`config.mk`:
```
export PLATFORM = sky130hd
export DESIGN_NAME = symbol_sprite_ctrl
export DESIGN_NICKNAME = d
export VERILOG_FILES = /design/src/rtl/symbol_sprite_ctrl.sv
export SDC_FILE = /design/constraint.sdc
export NUM_CORES = 1
export LEC_CHECK = 0
export CORE_UTILIZATION = 30
export DETAILED_ROUTE_END_ITERATION = 8
export SYNTH_ARGS = -nofsm -noshare
export SYNTH_HDL_FRONTEND = slang
export SYNTH_SLANG_ARGS = --single-unit
```
`constraint.sdc`:
```
create_clock -name clk -period 7.4 [get_ports clk]
set_input_delay 1.11 -clock clk [delete_from_list [all_inputs] [get_ports clk]]
set_output_delay 1.11 -clock clk [all_outputs]
set_load 0.01 [all_outputs]
```
`src/rtl/symbol_sprite_ctrl.sv`:
```
// Chamfered-rectangle symbol sprite with frame-synchronous rotate commits.
// Optional build macro SYMBOL_SPRITE_BLINK_EN blanks the symbol 16 of every 32 frames.
module symbol_sprite_ctrl #(
  parameter int unsigned COORD_W     = 10,
  parameter int unsigned X0          = 0,
  parameter int unsigned X1          = 30,
  parameter int unsigned Y0          = 0,
  parameter int unsigned Y1          = 60,
  parameter int unsigned NUM_FORMS   = 4,
  parameter int unsigned CORNER_STEP = 4,
  parameter logic [NUM_FORMS*24-1:0] COLORS =
      {24'h0000FF, 24'hFF00FF, 24'h00FF00, 24'hF26B0F},
  parameter int unsigned AUTO_PERIOD = 0
) (
  input  logic               clk,
  input  logic               rst,
  input  logic [COORD_W-1:0] Q_X,
  input  logic [COORD_W-1:0] Q_Y,
  input  logic               frame_start,
  input  logic               rot_req,
  input  logic               rot_dir,
  output logic               visible,
  output logic [7:0]         R,
  output logic [7:0]         G,
  output logic [7:0]         B,
  output logic [2:0]         rot_state,
  output logic               pending
);

  localparam int unsigned AW  = COORD_W + 2;
  localparam int unsigned FcW = (AUTO_PERIOD > 1) ? $clog2(AUTO_PERIOD + 1) : 1;

  typedef enum logic [0:0] {StIdle, StPending} state_e;

  state_e            state_q, state_d;
  logic signed [3:0] cnt_q, cnt_d, cnt_mid;
  logic [2:0]        rot_q, rot_d, rot_up, rot_dn;
  logic [FcW-1:0]    frame_cnt_q, frame_cnt_d;
  logic              auto_hit;

  logic [AW-1:0]     qx, qy, dx, dy, chamfer;
  logic              in_box, show;
  logic [23:0]       color;

  always_comb begin
    rot_up = (rot_q == 3'(NUM_FORMS - 1)) ? 3'd0 : rot_q + 3'd1;
    rot_dn = (rot_q == 3'd0) ? 3'(NUM_FORMS - 1) : rot_q - 3'd1;

    frame_cnt_d = frame_cnt_q;
    auto_hit    = 1'b0;
    if (frame_start && (AUTO_PERIOD != 0)) begin
      if (frame_cnt_q == FcW'(AUTO_PERIOD - 1)) begin
        frame_cnt_d = '0;
        auto_hit    = 1'b1;
      end else begin
        frame_cnt_d = frame_cnt_q + 1'b1;
      end
    end

    // The commit consumes the pre-request counter; a same-cycle request lands afterwards.
    rot_d   = rot_q;
    cnt_mid = cnt_q;
    if (frame_start) begin
      if (state_q == StPending) begin
        if (!cnt_q[3]) begin
          rot_d   = rot_up;
          cnt_mid = cnt_q - 4'sd1;
        end else begin
          rot_d   = rot_dn;
          cnt_mid = cnt_q + 4'sd1;
        end
      end else if (auto_hit) begin
        rot_d = rot_up;
      end
    end

    cnt_d = cnt_mid;
    if (rot_req) begin
      if (!rot_dir && (cnt_mid != 4'sd7)) begin
        cnt_d = cnt_mid + 4'sd1;
      end else if (rot_dir && (cnt_mid != -4'sd7)) begin
        cnt_d = cnt_mid - 4'sd1;
      end
    end
    state_d = (cnt_d != 4'sd0) ? StPending : StIdle;
  end

  always_comb begin
    qx      = AW'(Q_X);
    qy      = AW'(Q_Y);
    in_box  = (qx >= AW'(X0)) && (qx <= AW'(X1)) && (qy >= AW'(Y0)) && (qy <= AW'(Y1));
    // dx/dy are only meaningful inside the box; in_box masks the wrapped values.
    dx      = ((qx - AW'(X0)) < (AW'(X1) - qx)) ? (qx - AW'(X0)) : (AW'(X1) - qx);
    dy      = ((qy - AW'(Y0)) < (AW'(Y1) - qy)) ? (qy - AW'(Y0)) : (AW'(Y1) - qy);
    chamfer = AW'(rot_q) * AW'(CORNER_STEP);
    show    = in_box && ((dx + dy) >= chamfer);
    color   = '0;
    for (int k = 0; k < int'(NUM_FORMS); k++) begin
      if (rot_q == 3'(k)) color = COLORS[(int'(NUM_FORMS) - 1 - k) * 24 +: 24];
    end
  end

`ifdef SYMBOL_SPRITE_BLINK_EN
  logic [4:0] blink_q;
  logic       show_gated;

  always_ff @(posedge clk) begin
    if (rst) begin
      blink_q <= '0;
    end else if (frame_start) begin
      blink_q <= blink_q + 5'd1;
    end
  end

  assign show_gated = show && !blink_q[4];
`else
  logic show_gated;
  assign show_gated = show;
`endif

  always_ff @(posedge clk) begin
    if (rst) begin
      state_q     <= StIdle;
      cnt_q       <= '0;
      rot_q       <= '0;
      frame_cnt_q <= '0;
      visible     <= 1'b0;
      R           <= '0;
      G           <= '0;
      B           <= '0;
    end else begin
      state_q     <= state_d;
      cnt_q       <= cnt_d;
      rot_q       <= rot_d;
      frame_cnt_q <= frame_cnt_d;
      visible     <= show_gated;
      {R, G, B}   <= show_gated ? color : 24'h0;
    end
  end

  assign rot_state = rot_q;
  assign pending   = (state_q == StPending);

endmodule
```
* Word-level counts from Yosys, hierarchy flattened
Cells that the tools add are included.
** Word-level totals
- Register bits after elaboration :: 33
- Latch bits :: 0
- Bits in writable memories :: 0
- ROM bits :: 0
- Input port bits :: 25
- Output and inout bits :: 29
- Word-level logic and storage cells :: 57
- Memories :: 0
** Cells by class
- Add/subtract/negate cells :: 9
- $mul :: 0
- Divide/modulo/power cells :: 0
- Magnitude comparators :: 5
- Eq/ne operators :: 5
- Shift operators :: 0
- Multiplexer cells :: 16
- Bitwise operators :: 1
- Reductions and logical operators :: 11
** Operators by type and width (count)
- $mux W24 :: 3
- $lt A10 B12 Y1 :: 2
- $mux W12 :: 2
- $mux W4 :: 6
- $add A12 B12 Y12 :: 1
- $ge A12 B5 Y1 :: 1
- $sub A5 B10 Y11 const A :: 1
- $sub A6 B10 Y11 const A :: 1
- $le A10 B5 Y1 const B :: 1
- $le A10 B6 Y1 const B :: 1
- $mux W3 :: 3
- $add A4 B2 Y4 const B :: 2
- $mux W8 :: 1
- $ne A4 B4 Y1 const B :: 2
- $sub A4 B2 Y4 const B :: 2
- $eq A3 B2 Y1 const B :: 2
- $logic_and A1 B1 Y1 :: 4
- $reduce_bool A4 Y1 :: 1
- $reduce_or A4 Y1 :: 1
- $add A3 B1 Y3 const B :: 1
- $eq A3 B1 Y1 const B :: 1
- $logic_not A3 Y1 :: 1
- $reduce_or A3 Y1 :: 1
- $sub A3 B1 Y3 const B :: 1
- 5 further kinds :: 5

* Logic depth before layout (Yosys ltp)
Gate-level depths: netlist (run 1).
- Depth in word-level cells :: 11
- Gate-level depth with buffers :: 22
- Gate-level depth less buffers :: 22

* Worst setup path before layout (run 1)
No wires, ideal clock.
- Kind :: input to register
- From :: in Q_Y[0]
- To :: reg B[2]
- Library setup time :: 137 ps
- Data arrival time :: 5468 ps
- Required time :: 7263 ps
- Setup slack :: 1794 ps
- Cell stages on the path :: 22
- Buffers on the path :: 0
- Cells stage by stage :: inv_1 > ha_1 > nand3b_1 > or2_2 > inv_1 > ha_1 > inv_1 > o21a_1 > o31a_1 > o21bai_2 > mux2_2 > ha_1 > a211oi_2 > nor2_1 > nor2_1 > ha_1 > and4b_1 > o31a_1 > a2111oi_0 > nand4_1 > a2111oi_4 > nor3_1
** Between the ends
- Word-level cells in the longest chain between the ends :: 8
- Elaborated cells between the ends (all ways) :: 10
- Those cells by class :: add/sub (2); order compare (3); mux (1); bitwise (1); reduce/logical (3)
** RTL lines
- from (decl) :: RTL line 18 : input logic [COORD_W-1:0] Q_Y,
- $sub A6 B10 Y11 :: RTL line 94 : dy = ((qy - AW'(Y0)) < (AW'(Y1) - qy)) ? (qy - AW'(Y0)) : (AW'(Y1) - qy);
- $lt A10 B12 Y1 :: RTL line 94
- $mux W12 :: RTL line 94
- $add A12 B12 Y12 :: RTL line 96 : show = in_box && ((dx + dy) >= chamfer);
- $ge A12 B5 Y1 :: RTL line 96
- $logic_and A1 B1 Y1 * :: RTL line 96
- $not A1 Y1 (no source line) *
- $reduce_or A2 Y1 (no source line) *
- to (signal assigned) :: RTL line 137 : {R, G, B} <= show_gated ? color : 24'h0;
- to (decl) :: RTL line 25 : output logic [7:0] B,
Every way passes the cells marked *; elsewhere a longest branch is shown, timed or not.
A chain may end at the register's enable or synchronous reset.

* Worst setup path in the final report (run 1)
- From :: in Q_Y[0]
- To :: reg G[5]
** Between the ends
- Word-level cells in the longest chain between the ends :: 8
- Elaborated cells between the ends (all ways) :: 10
- Those cells by class :: add/sub (2); order compare (3); mux (1); bitwise (1); reduce/logical (3)
** RTL lines
- $sub A6 B10 Y11 :: RTL line 94
- $lt A10 B12 Y1 :: RTL line 94
- $mux W12 :: RTL line 94
- $add A12 B12 Y12 :: RTL line 96
- $ge A12 B5 Y1 :: RTL line 96
- $logic_and A1 B1 Y1 * :: RTL line 96
- $not A1 Y1 (no source line) *
- $reduce_or A2 Y1 (no source line) *
- to (signal assigned) :: RTL line 137
- to (decl) :: RTL line 24 : output logic [7:0] G,
Marks and branches as above.

==> summary.txt, run 1 <==
Critical path
  – CP Max Fanout: 7
  – R2R Setup Slk: roughly 4600 ps
  – CP startpoint: Q_Y[0]
  – Critical Path Sink: G[5]
  – Worst R2R End: pending
  – Worst setup EP type: flip-flop
  – Crit path DAT: 6550 ps
  – WS Path Type: in -> reg
  – R2r startpoint: cnt_q[3]
  – Req. time, crit path: between 7000 and 8000 ps
  – Path depth of the worst reg2reg path: 9
  – Crit start category: primary input

Worst hold path
  – HP Class: reg -> reg
  – Worst Hold Path Cells: 2

Power and ir drop
  – Switching Fraction: 0.4574
  – Comb pwr share: 0.653
  – Clock power frac: 0.121
  – Worst IR drop on VDD: ~77 uV
  – Seq pwr share: 0.227
  – Cell Int Power: between 0.0002 and 0.0003 W
  – Pwr Density: 182.9 mW/mm^2
  – P_sw: 0.0002470 W
  – Leakage power: about 1.2 nW

Clock network
  – Num CTS Buffers: 3
  – Post-CTS Setup Bufs: 0
  – Clk buf depth: 2
  – H-tree depth: 1
  – Hold Buf Count CTS: 0
  – Post-CTS Resized: 0
  – Worst skew pair latency: 250 ps
  – Clock transition at the registers of the reported paths: 60 ps
  – Root Buffer: clkbuf_8
  – Sink Count: 15
  – CTS tree: done

Routing
  – DRC: 0
  – TritonRoute pass-1 iters: 5
  – DR vias/cell: a little over 5
  – Routed WL: approximately 5.5 mm
  – Drt wl/cell: 12.70 um
  – Final ANT Viol Nets: 0
  – Met3 routed WL: between 150 and 200 um
  – Wire length on met1: ~2.7 mm
  – Routed vias: ~2200
  – WL met2: between 2 and 2.5 mm
  – Max layer used: met4
  – 1st-iter DRT viols: 91

STA
  – Final Hold Slack: roughly 570 ps
  – Fmax: 0.1553 GHz
  – Min cycle time layout: around 6400 ps
  – Total negative slack: 0 ps
  – Count of pins over their slew limit: 0
  – Final setup vio count: 0
  – Final period utilization: 0.8702
  – Fin. Hold Viols: 0
  – RSZ-0062 raised after global routing: no
  – Clk_skew: 3.046 ps

Floorplan
  – # IOs: between 50 and 60
  – Area of the die: 0.008484 sq mm
  – Row cnt: 32
  – Die X: about 92 um
  – Core area: 0.007807 sq mm
  – Initial core utilization: 0.3120
  – Die Y: slightly above 90 um

Placed design
  – Hpwl dp: about 4.5 mm
  – Port bufs: 53
  – Gpl congestion: between 0.8 and 0.9
  – Placed cell areas: between 0.002 and 0.003 sq mm

Synth
  – Syn Area/Cell: 8.202 sq um
  – Top cells by area, synth: ha_1 20%, dfxtp_1 12%, buf_4 5.5%
  – Post-synthesis sequential area ratio: 0.1233
  – Yosys reg bits: 15
  – Mapped Area: between 0.002 and 0.0025 sq mm
  – Post-synth EDFFs: 0
  – Gate Count Post-Synth: 297
  – Main synth FF type: dfxtp_1
  – Asr flop ratio synth: 0
  – Area leader, netlist: ha_1
  – Ys Warns: 0
  – Yosys top cell area share: 0.1952
  – Post-synth cell types: 70

Flow run
  – Maxcap violations: 0

Global routing
  – First-pass GRT wire length: 9.163 mm
  – Largest net degree at the start of global routing: 11
  – Vias in the first global route: slightly above 2000
  – Overflow after GRT: 0
  – Initial antenna violation count: 0
  – Global Route Usage Sum: 0.1312

Run status
  – Outcome: completed

Cells and area
  – Share of cells above drive strength 1: 0.09422
  – Sequential Area: approximately 300 sq um
  – Post-Layout Inst Area: approximately 0.003 sq mm
  – Nets: between 300 and 400
  – Layout area overhead: 21.21%
  – # diodes: 0
  – Fill count: roughly 800
  – Multi-input logic area: roughly 0.0018 sq mm
==> synthesized netlist by cell type (2+ instances only) <==
cell	count
ha_1	38
inv_1	26
nor2_1	21
buf_4	18
dfxtp_1	15
nand2_1	12
nand3_1	12
a21oi_1	8
xnor2_1	8
a211oi_1	7
a31oi_1	7
clkbuf_1	7
o21a_1	7
mux2_2	5
nor3_1	5
o21ai_0	5
a21o_1	4
a31o_2	4
nand4_1	4
nor2b_1	4
nor4_1	4
or3_1	4
xor2_1	4
nand2b_1	3
o21bai_1	3
o31a_1	3
a2111oi_0	2
a21o_2	2
a311oi_1	2
and2_1	2
and3_1	2
and4b_1	2
fa_1	2
mux2i_1	2
nor4b_1	2
o211a_1	2
o211ai_1	2
o221ai_1	2
o22ai_1	2
or2_2	2
or4_1	2
==> metal layers <==
metal  vias up  track usage
li1       1148            -
met1       985       0.1742
met2        58       0.2177
met3         8      0.02073
met4         0      0.03776
met5         -            0
==> registers in the layout, indices dropped and copies added (netlist names) <==
register and count:
cnt_q 4, rot_state 3, B 2, G 2, R 2, pending 1
visible 1
==> kinds of logic (layout without fill, tap and decap cells) <==
kind of cell	after synthesis	after routing	synth area share
other cells	1	2	0.001539
mux	7	7	0.03133
fa+ha+maj	40	40	0.2116
xor+xnor	12	12	0.04314
flops	15	15	0.1233
compound gates	81	81	0.2676
buf+inv	53	84	0.1217
simple gates	88	88	0.1998
==> critical path, cell delays in order <==
cell	delay (ps)
clkdlybuf4s50_1	560
inv_1	80
ha_1	220
nand3b_1	170
or2_2	350
inv_1	70
ha_1	120
inv_1	60
o21a_1	180
o31a_1	280
o21bai_2	290
mux2_2	380
ha_1	310
a211oi_2	330
nor2_1	110
nor2_1	130
ha_1	250
and4b_1	200
o31a_1	270
a2111oi_0	360
nand4_1	200
a2111oi_4	410
nor3_1	120
==> per-stage QoR <==
stage	instances	setup WS, ps	power [W]	utilization
2_1_floorplan	298	1794	0.0003907	-
3_3_place_gp	427	893.2	0.0004705	0.3723
3_5_place_dp	427	745.6	0.0004731	0.3723
4_1_cts	431	978.1	0.0005434	0.3782
5_1_grt	431	555.5	0.0005992	0.3782
6_report	431	960.6	0.0005400	0.3782
==> cell type report <==
cell class | count | share of cell area
inverters | 26 | 0.03305
multi-input cells | 230 | 0.6242
clock inverters | 1 | 0.001695
flip-flops and latches | 15 | 0.1017
clock buffers | 3 | 0.01398
repair buffers | 54 | 0.1822
well taps | 102 | 0.04322
==> cell usage in the layout, fill, tap and decap left out, types with 5 or more instances in the layout <==
| master | instances |
|---|---|
| mux2_2 | 5 |
| a21oi_1 | 8 |
| xnor2_1 | 8 |
| a31oi_1 | 7 |
| a211oi_1 | 7 |
| nor2_1 | 21 |
| ha_1 | 38 |
| o21ai_0 | 5 |
| nor3_1 | 5 |
| nand3_1 | 12 |
| nand2_1 | 12 |
| dfxtp_1 | 15 |
| inv_1 | 26 |
| clkdlybuf4s50_1 | 53 |
| o21a_1 | 7 |
==> power groups by stage <==
stage	Sequential, W	Combinational (W)	Clock [W]
detailed placement	0.000124	0.000349	0
global placement	0.000123	0.000347	0
global route	0.000127	0.000400	0.0000723
CTS	0.000123	0.000353	0.0000683
floorplan	0.000117	0.000273	0
finish	0.000122	0.000352	0.0000653
==> how the worst min path moves through the flow <==
stage / start / endpoint / slack, ps
after floorplan: rot_state[2] / rot_state[2] / 570
after global placement: rot_state[2] / rot_state[2] / 570
after detailed placement: rot_state[2] / rot_state[2] / 560
after CTS: rot_state[2] / rot_state[2] / 580
after global routing: rot_state[2] / rot_state[2] / 610
final: rot_state[2] / rot_state[2] / 570
Note: power is estimated with default switching activity, not from simulation.
==> run 2: changes to the inputs <==
Settings changed: CTS_BUF_LIST set to sky130_fd_sc_hd__clkbuf_8.
==> results of run 2 <==
No change in the layout: final DEF, timing and power equal those of run 1.
==> run 3: changes to the inputs <==
Settings changed: DONT_BUFFER_PORTS set to 1, GPL_TIMING_DRIVEN set to 0, PLACE_DENSITY set to 0.48.
==> run 3 against run 2 <==
Against the previous run:
- sequential cell count unchanged
- global-route usage decreased by 0.076 points
- total power decreased by 3.8%
- clock-buffer cell count unchanged
- via count decreased by 5.4%
- first-iteration DRC count increased by 8.8%
- worst setup slack improved by 420 ps
- fmax increased by 6.9%
- sequential share of layout area increased by 1.3 points
- register-to-register slack got worse by 100 ps
- die area unchanged
- non-clock buffer count decreased by 27
- largest power group unchanged
==> summary.txt, run 3 (synthesis gave the netlist of run 1 again) <==
STA
  – Fin. Hold Viols: 0 (unchanged)
  – RSZ-0062 raised after global routing: no
  – Min cycle time layout: 6023 ps (-416.5 ps)
  – Worst-Margin Slew: between 900 and 1000 ps
  – Total negative slack: 0 ps (unchanged)
  – Max-slew headroom: 0.3904
  – Count of pins over their slew limit: 0 (unchanged)
  – Final period utilization: 0.8139 (-0.05629)
  – Clk_skew: 2.552 ps (-0.4946 ps)
  – Final setup vio count: 0 (unchanged)
  – Fmax: 0.1660 GHz (+6.9%)

Floorplan
  – Area of the die: 0.008484 sq mm (unchanged)
  – Die Y: 92.11 um (unchanged)
  – Core area: 0.007807 sq mm (unchanged)
  – Initial core utilization: 0.3120 (unchanged)
  – # IOs: 54 (unchanged)
  – Row cnt: 32 (unchanged)
  – Die X: 92.11 um (unchanged)

Clock network
  – Clk buf depth: 2 (unchanged)
  – Clock transition at the registers of the reported paths: 60 ps (about the same)
  – Root Buffer: clkbuf_8
  – Worst skew pair latency: 240 ps (about the same)
  – Post-CTS Setup Bufs: 0 (unchanged)
  – Sink Count: 15 (unchanged)
  – Hold Buf Count CTS: 0 (unchanged)
  – Post-CTS Resized: 0 (unchanged)
  – CTS tree: done
  – Num CTS Buffers: 3 (unchanged)
  – H-tree depth: 1 (unchanged)

Critical path
  – Req. time, crit path: 7510 ps (about the same)
  – Crit path DAT: 6130 ps (-420 ps)
  – CP Max Fanout: 7 (unchanged)
  – WS Path Type: in -> reg
  – Cells along the critical path: ha_1 > inv_1 > ha_1 > nor2b_1 > o311ai_0 > a21oi_1 > o311ai_1 > mux2_2 > ha_1 > a211oi_2 > nor2_1 > nor2_1 > ha_1 > and4b_1 > o31a_1 > a2111oi_0 > nand4_1 > a2111oi_4 > nor3_1
  – Most frequent CP cell: ha_1
  – Worst path max stage delay: 760 ps (+200 ps)
  – Worst setup EP type: flip-flop
  – Crit start category: primary input
  – Critical-path top delay cell: o311ai_1

Routing
  – DR vias/cell: 5.149 (+0.91%)
  – Drt wl/cell: 13.34 um (+5.1%)
  – Routed WL: 5.390 mm (-1.5%)
  – TritonRoute pass-1 iters: 4 (-1)
  – DRC: 0 (unchanged)
  – Final ANT Viol Nets: 0 (unchanged)
  – 1st-iter DRT viols: 99 (+8.8%)
  – Routed vias: 2080 (-5.4%)

Cells and area
  – Max reg flops: 4 (unchanged)
  – Fill count: 820 (+2.8%)
  – Layout area overhead: 7.242%
  – # diodes: 0 (unchanged)
  – Nets: 368 (-6.8%)
  – Share of cells above drive strength 1: 0.1623 (+0.06803)
  – Non-filler cells, final: 404 (-6.3%)
  – Commonest non-fill, non-tap cell in the layout: ha_1
  – Largest register by flop count: cnt_q
  – Most frequent cells in the layout: 38 x ha_1, 27 x inv_1, 21 x nor2_1

Global routing
  – Global Route Usage Sum: 0.1304 (-0.0007649)
  – Initial antenna violation count: 0 (unchanged)
  – Overflow after GRT: 0 (unchanged)
  – First-pass GRT wire length: 9.101 mm (-0.68%)
  – Largest net degree at the start of global routing: 11 (unchanged)
  – Vias in the first global route: 1919 (-4.6%)

Run status
  – Outcome: completed

Placed design
  – Hpwl dp: 4.512 mm (-0.73%)
  – Port bufs: 0 (-100%)
  – Gpl congestion: 0.8012 (-9.8%)
  – Placed Cells: 400 (-6.3%)

Worst hold path
  – HP Class: reg -> reg

Power and ir drop
  – Leakage power: 1.147 nW (-5.4%)
  – Pwr Density: 198.8 mW/mm^2 (+8.7%)
  – Tot Pwr: 0.0005195 W (-3.8%)
  – Worst IR drop on VDD: 145.1 uV (+88%)

Flow run
  – Maxcap violations: 0 (unchanged)
[run 3: cell count changes in the layout (fill, tap and decap cells not counted)]
cell / previous run / this run
clkdlybuf4s50_1: 53 / 0
buf_4: 1 / 18
clkbuf_1: 0 / 7
buf_2: 0 / 1
bufbuf_16: 0 / 1
clkinv_2: 1 / 0
inv_1: 26 / 27
[run 3: worst paths after layout]
path | from | end | slack (ps) | cells after the start
setup reg to reg | cnt_q[3] | pending | 4480 | 10
hold reg to reg | rot_state[2] | rot_state[2] | 640 | 2
setup / recovery | Q_X[0] | R[6] | 1380 | 19
hold / removal | rot_state[2] | rot_state[2] | 640 | 2
[run 3: per-layer routing]
layer | vias up | share of wire | track usage
met5 | - | 0 | 0
met4 | 0 | 0.0043 | 0.01953
met3 | 2 | 0.037 | 0.02405
met2 | 39 | 0.45 | 0.2096
met1 | 942 | 0.51 | 0.1834
li1 | 1097 | - | -
[run 3: final cells by class]
cell class	instances	area, sq um	share of cell area
inverters	26	97.59	0.03736
clock buffers	3	41.29	0.01580
multi-input cells	230	1843	0.7055
plain buffers	27	198.9	0.07615
flip-flops and latches	15	300.3	0.1149
clock inverters	1	3.754	0.001437
well taps	102	127.6	0.04885
[run 3: worst max-delay path, delay by kind of cell]
family,cells,cell delay [ps]
and+or+nand+nor,6,900
buffers and inverters,1,90
AOI/OAI and AO/OA,7,2650
adders and majority gates,4,950
muxes,1,430
[run 3: metrics by stage]
| step | worst slack [ps] | cell area, sq um | hold WS (ps) | util |
|---|---|---|---|---|
| after global routing | 813.1 | 2613 | 692.9 | 0.3346 |
| final | 1377 | 2613 | 637.0 | 0.3346 |
| after global placement | 1105 | 2567 | 640.1 | 0.3288 |
| after detailed placement | 1148 | 2567 | 636.2 | 0.3288 |
| after CTS | 1375 | 2613 | 650.0 | 0.3346 |
| after floorplan | 1794 | 2440 | 571.8 | - |
[run 3: where the power goes]
group / total [W] / leakage (nW) / internal (W) / switching [W]
registers: 0.000121 / 0.123 / 0.0000969 / 0.0000243
logic: 0.000335 / 0.997 / 0.000145 / 0.000190
clock network: 0.0000636 / 0.0269 / 0.0000367 / 0.0000269
total: 0.000519 / 1.15 / 0.000279 / 0.000241
